--- config.mk ---
export PLATFORM = sky130hd
export DESIGN_NAME = io_port_ctrl
export DESIGN_NICKNAME = d
export VERILOG_FILES = /design/src/rtl/io_port_pkg.sv /design/src/rtl/io_out_fifo.sv /design/src/rtl/io_port_ctrl.sv
export SDC_FILE = /design/constraint.sdc
export NUM_CORES = 1
export LEC_CHECK = 0
export CELL_PAD_IN_SITES_DETAIL_PLACEMENT = 1
export CELL_PAD_IN_SITES_GLOBAL_PLACEMENT = 2
export CORE_UTILIZATION = 41
export DETAILED_ROUTE_END_ITERATION = 6
export PLACE_DENSITY_LB_ADDON = 0.1
export SLEW_MARGIN = 15
export SYNTH_ARGS = -nofsm -noshare
export SYNTH_HDL_FRONTEND = slang
export SYNTH_SLANG_ARGS = --single-unit
--- constraint.sdc ---
create_clock -name clk -period 4.19 [get_ports clk]
set_input_delay 0.6285 -clock clk [delete_from_list [all_inputs] [get_ports clk]]
set_output_delay 0.6285 -clock clk [all_outputs]
set_load 0.1 [all_outputs]
--- src/rtl/io_port_pkg.sv ---
// Shared constants and types for the processor I/O port controller.
package io_port_pkg;
    localparam int DATA_W         = 16;
    localparam int OUT_DEPTH_DFLT = 4;

    typedef enum logic {
        RX_EMPTY  = 1'b0,
        RX_LOADED = 1'b1
    } rx_state_t;
endpackage

--- src/rtl/io_out_fifo.sv ---
// Outbound synchronous FIFO: head word is combinational from storage,
// a push while full is taken only when a pop frees a slot in the same cycle.
module io_out_fifo #(
    parameter int DEPTH = 4,
    parameter int WIDTH = 16
) (
    input  logic             clk,
    input  logic             rst_n,
    input  logic             push,
    input  logic [WIDTH-1:0] wdata,
    input  logic             pop,
    output logic [WIDTH-1:0] rdata,
    output logic             full,
    output logic             empty,
    output logic             drop
);
    localparam int PW = $clog2(DEPTH);
    localparam logic [PW:0] FULL_CNT = DEPTH[PW:0];

    logic [WIDTH-1:0] mem_q [DEPTH];
    logic [WIDTH-1:0] mem_d [DEPTH];
    logic [PW-1:0]    wr_ptr_q, wr_ptr_d;
    logic [PW-1:0]    rd_ptr_q, rd_ptr_d;
    logic [PW:0]      count_q, count_d;
    logic             push_ok;
    logic             pop_ok;

    assign empty   = (count_q == '0);
    assign full    = (count_q == FULL_CNT);
    assign rdata   = mem_q[rd_ptr_q];
    assign pop_ok  = pop & ~empty;
    assign push_ok = push & (~full | pop_ok);
    assign drop    = push & full & ~pop_ok;

    always_comb begin
        mem_d    = mem_q;
        wr_ptr_d = wr_ptr_q;
        rd_ptr_d = rd_ptr_q;
        count_d  = count_q;
        if (push_ok) begin
            mem_d[wr_ptr_q] = wdata;
            wr_ptr_d        = wr_ptr_q + 1'b1;
        end
        if (pop_ok) begin
            rd_ptr_d = rd_ptr_q + 1'b1;
        end
        if (push_ok && !pop_ok) begin
            count_d = count_q + 1'b1;
        end else if (!push_ok && pop_ok) begin
            count_d = count_q - 1'b1;
        end
    end

    // Storage is cleared too so the head word reads 0 straight out of reset.
    always_ff @(posedge clk or negedge rst_n) begin
        if (!rst_n) begin
            for (int i = 0; i < DEPTH; i++) begin
                mem_q[i] <= '0;
            end
            wr_ptr_q <= '0;
            rd_ptr_q <= '0;
            count_q  <= '0;
        end else begin
            mem_q    <= mem_d;
            wr_ptr_q <= wr_ptr_d;
            rd_ptr_q <= rd_ptr_d;
            count_q  <= count_d;
        end
    end
endmodule

--- src/rtl/io_port_ctrl.sv ---
// Peripheral-side controller for the processor's 16-bit I/O ports.
// Define IO_RX_INT_EN to build the one-cycle receive interrupt; otherwise cpu_int is tied low.
module io_port_ctrl #(
    parameter int OUT_DEPTH = io_port_pkg::OUT_DEPTH_DFLT,
    parameter int DATA_W    = io_port_pkg::DATA_W
) (
    input  logic              clk,
    input  logic              rst,
    input  logic [DATA_W-1:0] cpu_out_data,
    input  logic              cpu_out_we,
    output logic [DATA_W-1:0] cpu_in_data,
    input  logic              cpu_in_rd,
    output logic              cpu_int,
    output logic [DATA_W-1:0] tx_data,
    output logic              tx_valid,
    input  logic              tx_ready,
    input  logic [DATA_W-1:0] rx_data,
    input  logic              rx_valid,
    output logic              rx_ready,
    output logic              out_ovf,
    output logic              in_unf
);
    import io_port_pkg::*;

    logic              fifo_full;
    logic              fifo_empty;
    logic              fifo_drop;
    rx_state_t         state_q, state_d;
    logic [DATA_W-1:0] hold_q, hold_d;
    logic              rx_ready_q, rx_ready_d;
    logic              out_ovf_q, out_ovf_d;
    logic              in_unf_q, in_unf_d;
    logic              capture;

    io_out_fifo #(
        .DEPTH (OUT_DEPTH),
        .WIDTH (DATA_W)
    ) u_out_fifo (
        .clk   (clk),
        .rst_n (rst),
        .push  (cpu_out_we),
        .wdata (cpu_out_data),
        .pop   (tx_valid & tx_ready),
        .rdata (tx_data),
        .full  (fifo_full),
        .empty (fifo_empty),
        .drop  (fifo_drop)
    );

    assign tx_valid = ~fifo_empty;

    always_comb begin
        state_d   = state_q;
        hold_d    = hold_q;
        in_unf_d  = in_unf_q;
        out_ovf_d = out_ovf_q | fifo_drop;
        capture   = 1'b0;
        case (state_q)
            RX_EMPTY: begin
                if (cpu_in_rd) begin
                    in_unf_d = 1'b1;
                end
                if (rx_valid) begin
                    capture = 1'b1;
                    hold_d  = rx_data;
                    state_d = RX_LOADED;
                end
            end
            RX_LOADED: begin
                if (cpu_in_rd) begin
                    state_d = RX_EMPTY;
                end
            end
            default: state_d = RX_EMPTY;
        endcase
        rx_ready_d = (state_d == RX_EMPTY);
    end

    always_ff @(posedge clk or negedge rst) begin
        if (!rst) begin
            state_q    <= RX_EMPTY;
            hold_q     <= '0;
            rx_ready_q <= 1'b1;
            out_ovf_q  <= 1'b0;
            in_unf_q   <= 1'b0;
        end else begin
            state_q    <= state_d;
            hold_q     <= hold_d;
            rx_ready_q <= rx_ready_d;
            out_ovf_q  <= out_ovf_d;
            in_unf_q   <= in_unf_d;
        end
    end

`ifdef IO_RX_INT_EN
    logic int_q;

    always_ff @(posedge clk or negedge rst) begin
        if (!rst) begin
            int_q <= 1'b0;
        end else begin
            int_q <= capture;
        end
    end

    assign cpu_int = int_q;
`else
    // Polling build: the capture strobe has no consumer.
    logic unused_capture;
    assign unused_capture = capture;
    assign cpu_int        = 1'b0;
`endif

    assign cpu_in_data = hold_q;
    assign rx_ready    = rx_ready_q;
    assign out_ovf     = out_ovf_q;
    assign in_unf      = in_unf_q;
endmodule

==> impl_metrics.yaml, run 1 <==
synth:
  synth_seq_cells: 91
  synthesis.nets: 283
  synth.avg_cell_area_um2: 17.3
  synthesis.instances: 239
  post_synth_num_cell_types: 27
  synth_seq_area_share: 0.552
  yosys_warnings: 0
  synth_area_um2: 4130
die:
  row_count: 36
  floorplan.initialDensity: 0.422
  fp.dieArea_um2: 10500
  coreArea_um2: 9770
  top_level_ports: 75
  die-width_um: 102
  vertical_extent_of_the_die_um: 102
finish:
  area_growth_syn_to_layout_pct: 23.2
  fillCellCount: 955
  drive_above_1_share: 0.437
  nNetsFinal: 358
  num_antenna_cells: 0
drt:
  drc: 0
  postRouteAntennaNets: 0
  drt_iter0_drc: 36
  route.final.wire_length_um: 8080
  via_count: 2187
  detail_route.wl_per_cell_um: 17.9
  via_per_inst: 4.85
  drt-pass1-iter-count: 3
critical_path:
  worst-endpoint-arrival_ps: 2310
  worst_path_dominant_cell_family: "buffers and inverters"
  slowest_delay_ps: 980
  r2r_cells: 7
  crit_buf_inv: 1
  worst_setup_path_start_kind: "flip-flop"
  critPathSlowestCell: "sky130_fd_sc_hd__clkdlybuf4s50_1"
  reg2reg_from: "u_out_fifo.count_q[0]$_DFFE_PN0P_"
  reg2reg_setup_slack_ps: 1890
  timing_worst_setup_path_type: "reg -> out"
  path_cells: "or3_2 -> clkdlybuf4s50_1"
  crit_path_max_fanout: 4
  worst-endpoint-required_ps: 3560
  worst_r2r_endpoint: "u_out_fifo.count_q[1]$_DFFE_PN0P_"
  setup.worst_path.end_class: "output pin"
global_routing:
  first_global_vias: 2327
  antenna_found_initial: 0
  largest_net_degree_at_the_start_of_global_routing: 65
  total_global_routing_overflow: 0
  globalRouteTotalUtil: 0.174
  grt_pass1_wl_um: 13200
place:
  rd_place_congestion: 0.690
  dp.final_hpwl_um: 5200
  io_buffer_count: 73
clocking:
  h_tree_level_count: 3
  clk_transition_reported_paths_ps: 90
  clk-insertion-delay-late_ps: 350
  post_cts_sizing: 0
  tritoncts_num_sinks: 91
  clock_tree_from_tritoncts: "built"
  cts_root_cell: "sky130_fd_sc_hd__clkbuf_8"
  holdBufCountCts: 0
  cts-buffers-inserted: 9
  clock_tree.buffer_depth: 2
  post_cts.repair.setup_buffers: 0
timing:
  setup_violations: 0
  fmaxAchievable_mhz: 341
  timing_hold_violations_final: 0
  final_max_slew_viol_count: 0
  timing.final.crit_share: 0.700
  worstMarginPinSlew_ps: 1070
  period_needed_ps: 2930
  rsz0062_at_grt: "no"
  max_slew_margin: 0.287
  clock-skew-final_ps: 4.56
  totalNegativeSetupSlack_ps: 0
job:
  maxCapViolations: 0
min_path:
  min_path_type: "in -> async"
status:
  outcome: "completed"
per-layer routing:
layer / wire (um) / vias to the layer above / GRT usage
li1: - / 996 / -
met1: 3900 / 1142 / 0.247
met2: 3750 / 41 / 0.256
met3: 306 / 8 / 0.0438
met5: 0 / - / 0
met4: 127 / 0 / 0.0659
metrics by stage:
step                      cells  setup slack [ps]  area [um^2]   util  hold WS (ps)
final                       451              1260         5080  0.520           363
after global routing        451              1210         5080  0.520           410
after CTS                   451              1230         5080  0.520           380
after detailed placement    436              1310         4870  0.498           448
after global placement      436              1360         4870  0.498           441
after floorplan             239              1730         4130      -           333
state kept, by name (all words and copies together), names as in the netlist:
name and flops:
cpu_in_data 16, in_unf 1, out_ovf 1, rx_ready 1
state_q 1, u_out_fifo.count_q 3, u_out_fifo.mem_q 64, u_out_fifo.rd_ptr_q 2
u_out_fifo.wr_ptr_q 2
layout make-up:
| cell class | count | area (um^2) | area share |
|---|---|---|---|
| flip-flops and latches | 91 | 2280 | 0.448 |
| clock buffers | 10 | 138 | 0.0271 |
| inverters | 7 | 26.3 | 0.00517 |
| well taps | 133 | 166 | 0.0327 |
| repair buffers | 79 | 733 | 0.144 |
| multi-input cells | 126 | 1670 | 0.328 |
| clock inverters | 5 | 77.6 | 0.0153 |
layout by cell type (no fill, tap or decap):
master / count
sky130_fd_sc_hd__conb_1: 1
sky130_fd_sc_hd__clkinvlp_4: 1
sky130_fd_sc_hd__or4b_4: 1
sky130_fd_sc_hd__clkbuf_8: 10
sky130_fd_sc_hd__or3_2: 1
sky130_fd_sc_hd__a21o_1: 1
sky130_fd_sc_hd__nand3_1: 1
sky130_fd_sc_hd__fa_1: 1
sky130_fd_sc_hd__clkinv_2: 2
sky130_fd_sc_hd__buf_4: 23
sky130_fd_sc_hd__o21bai_1: 1
sky130_fd_sc_hd__ha_1: 5
sky130_fd_sc_hd__inv_1: 7
sky130_fd_sc_hd__bufinv_16: 2
sky130_fd_sc_hd__dfrtp_1: 90
sky130_fd_sc_hd__nand2_1: 2
sky130_fd_sc_hd__dfstp_2: 1
sky130_fd_sc_hd__xor2_1: 2
sky130_fd_sc_hd__nor2b_1: 1
sky130_fd_sc_hd__mux4_2: 16
sky130_fd_sc_hd__nor2_1: 2
sky130_fd_sc_hd__and3_1: 4
sky130_fd_sc_hd__mux2_2: 42
sky130_fd_sc_hd__a21oi_1: 1
sky130_fd_sc_hd__mux2_4: 40
sky130_fd_sc_hd__clkdlybuf4s50_1: 56
sky130_fd_sc_hd__xnor2_1: 4
worst max path at each step:
stage,startpoint,to,slack (ps),cells past startpoint
2_1_floorplan,u_out_fifo.count_q[0]$_DFFE_PN0P_,u_out_fifo.count_q[2]$_DFFE_PN0P_,1730,8
3_3_place_gp,tx_ready,u_out_fifo.count_q[1]$_DFFE_PN0P_,1360,8
3_5_place_dp,tx_ready,u_out_fifo.count_q[1]$_DFFE_PN0P_,1310,8
4_1_cts,u_out_fifo.count_q[0]$_DFFE_PN0P_,tx_valid,1230,2
5_1_grt,u_out_fifo.count_q[0]$_DFFE_PN0P_,tx_valid,1210,2
6_report,u_out_fifo.count_q[0]$_DFFE_PN0P_,tx_valid,1260,2
cells in the mapped netlist (all sizes together):
master / n / area (um^2)
a21o: 1 / 7.51
fa: 1 / 20.0
mux4: 16 / 360
xnor2: 4 / 35.0
mux2: 82 / 1070
dfstp: 1 / 26.3
dfrtp: 90 / 2250
nor2: 2 / 7.51
buf: 12 / 146
conb: 1 / 3.75
or3: 1 / 7.51
xor2: 2 / 17.5
a21oi: 1 / 5.00
nand3: 1 / 5.00
o21bai: 1 / 7.51
nand2: 2 / 7.51
inv: 7 / 26.3
ha: 5 / 62.6
or4b: 1 / 13.8
clkbuf: 3 / 11.3
nor2b: 1 / 6.26
and3: 4 / 25.0
cells by family after synthesis:
kind of cell,synth area share
mux,0.347
flops,0.552
buf+inv,0.0446
simple gates,0.0176
fa+ha+maj,0.0200
xor+xnor,0.0127
compound gates,0.00485
other cells,0.000908
Power of run 1 is left out: the tool's default activity adds up to more than one toggle a clock period on the data nets, which glitch-free logic cannot reach.
==> run 2: changes to the inputs <==
CORE_UTILIZATION = 34   (was 41)
clock period = 2.4 ns   (was 4.19 ns; I/O delays follow)
==> run 2 against run 1 <==
Compared with the run above:
- the flow now finishes with violations (DRC)
- core utilization decreased by 4.5 points
- sequential share of layout area decreased by 3.6 points
- final cell count increased by 5.5%
- worst setup slack got worse by 1000 ps
- non-clock buffer count increased by 14
- register-to-register slack got worse by 1700 ps
- die area increased by 20%
- global-route usage decreased by 2.0 points
- first-iteration DRC count increased by 100%
- critical path depth increased by 5
- wire length increased by 7.4%
- critical path type is now reg -> reg
- highest routed layer unchanged
==> impl_metrics.yaml, run 2 (synthesis gave the netlist of run 1 again) <==
status:
  outcome: "complete, but fails checks"
  failing_checks: "DRC"
timing:
  rsz0062_at_grt: "no"
  clock-skew-final_ps: 5.64
  fmaxAchievable_mhz: 457
  timing_hold_violations_final: 0
  period_needed_ps: 2190
  setup_violations: 0
  timing.final.crit_share: 0.912
  final_max_slew_viol_count: 0
finish:
  finalInstanceArea_um2: 5520
  num_antenna_cells: 0
  mostFrequentLayoutCell: "sky130_fd_sc_hd__dfrtp_1"
  most-common-layout-cells: "sky130_fd_sc_hd__dfrtp_1, sky130_fd_sc_hd__mux2_2, sky130_fd_sc_hd__mux2_4, sky130_fd_sc_hd__buf_4, sky130_fd_sc_hd__clkdlybuf4s50_1"
  top_register: "u_out_fifo.mem_q"
  area_growth_syn_to_layout_pct: 33.8
  nNetsFinal: 372
  max_ffs_per_register: 64
  drive_above_1_share: 0.517
critical_path:
  r2r_cells: 7
  crit_path_max_fanout: 4
  setup.worst_path.end_class: "flip-flop"
  worst-endpoint-arrival_ps: 2420
  worst-endpoint-required_ps: 2630
  worst_setup_path_start_kind: "flip-flop"
  timing_worst_setup_path_type: "reg -> reg"
die:
  vertical_extent_of_the_die_um: 112
  die-width_um: 112
  top_level_ports: 75
  floorplan.initialDensity: 0.355
  row_count: 39
  fp.dieArea_um2: 12600
  coreArea_um2: 11600
place:
  rd_place_congestion: 0.717
  dp.final_hpwl_um: 5890
  io_buffer_count: 73
  placed_area_um2: 5170
clocking:
  clk-insertion-delay-late_ps: 340
  post_cts.repair.setup_buffers: 0
  cts-buffers-inserted: 9
  cts_root_cell: "sky130_fd_sc_hd__clkbuf_16"
  h_tree_level_count: 3
  clock_tree_from_tritoncts: "built"
  tritoncts_num_sinks: 91
  clk_transition_reported_paths_ps: 60
  clock_tree.buffer_depth: 2
min_path:
  min_path_type: "reg -> reg"
  whs_path_depth: 1
drt:
  postRouteAntennaNets: 0
  drt_iter0_drc: 73
  via_per_inst: 4.75
  route.final.wire_length_um: 8690
  drc: 4
  detail_route.wl_per_cell_um: 18.2
  via_count: 2262
  drt-pass1-iter-count: 6
global_routing:
  largest_net_degree_at_the_start_of_global_routing: 37
  antenna_found_initial: 0
  use_met1: 0.203
  first_global_vias: 2622
  global_route.peak_usage_layer: "met2"
  total_global_routing_overflow: 0
  grt_pass1_wl_um: 14500
  globalRouteTotalUtil: 0.154
  globalRouteMet2Util: 0.247
  use_met3: 0.0459
job:
  maxCapViolations: 0
==> run 2: cell count changes in the layout (fill, tap and decap cells not counted), sizes merged <==
cell / before / now
clkdlybuf4s50: 56 / 36
dlygate4sd3: 0 / 1
bufinv: 2 / 3
buf: 23 / 56
clkbuf: 10 / 11
clkinvlp: 1 / 0
==> run 2: metal layers <==
layer / up-vias / wire length [um] / share of wire
met2: 48 / 4330 / 0.50
li1: 1022 / - / -
met1: 1186 / 3940 / 0.45
met4: 0 / 84 / 0.0097
met5: - / 0 / 0
met3: 6 / 326 / 0.038
==> run 2: final timing paths <==
kind / start / end / slack (ps)
setup reg to reg: u_out_fifo.count_q[0]$_DFFE_PN0P_ / u_out_fifo.count_q[1]$_DFFE_PN0P_ / 210
max in group asynchronous: rst / u_out_fifo.mem_q[25]$_DFFE_PN0P_ / 1180
hold / removal: in_unf$_DFFE_PN0P_ / in_unf$_DFFE_PN0P_ / 460
min in group asynchronous: rst / cpu_in_data[11]$_DFFE_PN0P_ / 500
setup / recovery: u_out_fifo.count_q[0]$_DFFE_PN0P_ / u_out_fifo.count_q[1]$_DFFE_PN0P_ / 210
hold reg to reg: in_unf$_DFFE_PN0P_ / in_unf$_DFFE_PN0P_ / 460
==> run 2: final cells by class <==
cell class / instances / area (um^2)
Clock buffer: 11 / 243
Tap cell: 143 / 179
Timing Repair Buffer: 93 / 1030
Fill cell: 1134 / 6090
Clock inverter: 5 / 100
Multi-Input combinational cell: 126 / 1670
Sequential cell: 91 / 2280
Inverter: 7 / 26.3
==> run 2: metrics by stage <==
step                utilization  hold WS, ps  cells  TNS, ps  worst slack, ps
finish                    0.476          465    476        0              212
global route              0.476          493    476        0              117
CTS                       0.476          475    476        0              182
detailed placement        0.445          329    459     -102             -102
global placement          0.445          327    459    -19.2            -19.2
floorplan                     -         64.4    239        0              204
==> run 2: worst max-delay path: stages (launching register included) <==
cell and delay [ps]:
sky130_fd_sc_hd__dfrtp_1 440, sky130_fd_sc_hd__or4b_4 560, sky130_fd_sc_hd__nand2_1 110, sky130_fd_sc_hd__inv_1 50
sky130_fd_sc_hd__ha_1 180, sky130_fd_sc_hd__inv_1 70, sky130_fd_sc_hd__fa_1 410, sky130_fd_sc_hd__mux2_2 270
==> run 2: timing repair <==
action | 4_1_cts | 5_1_grt
hold buffers | 1 | 0
endpoints found under the hold margin | 26 | 0
gates resized for setup | 0 | 0
Power of run 2 is left out for the same reason.
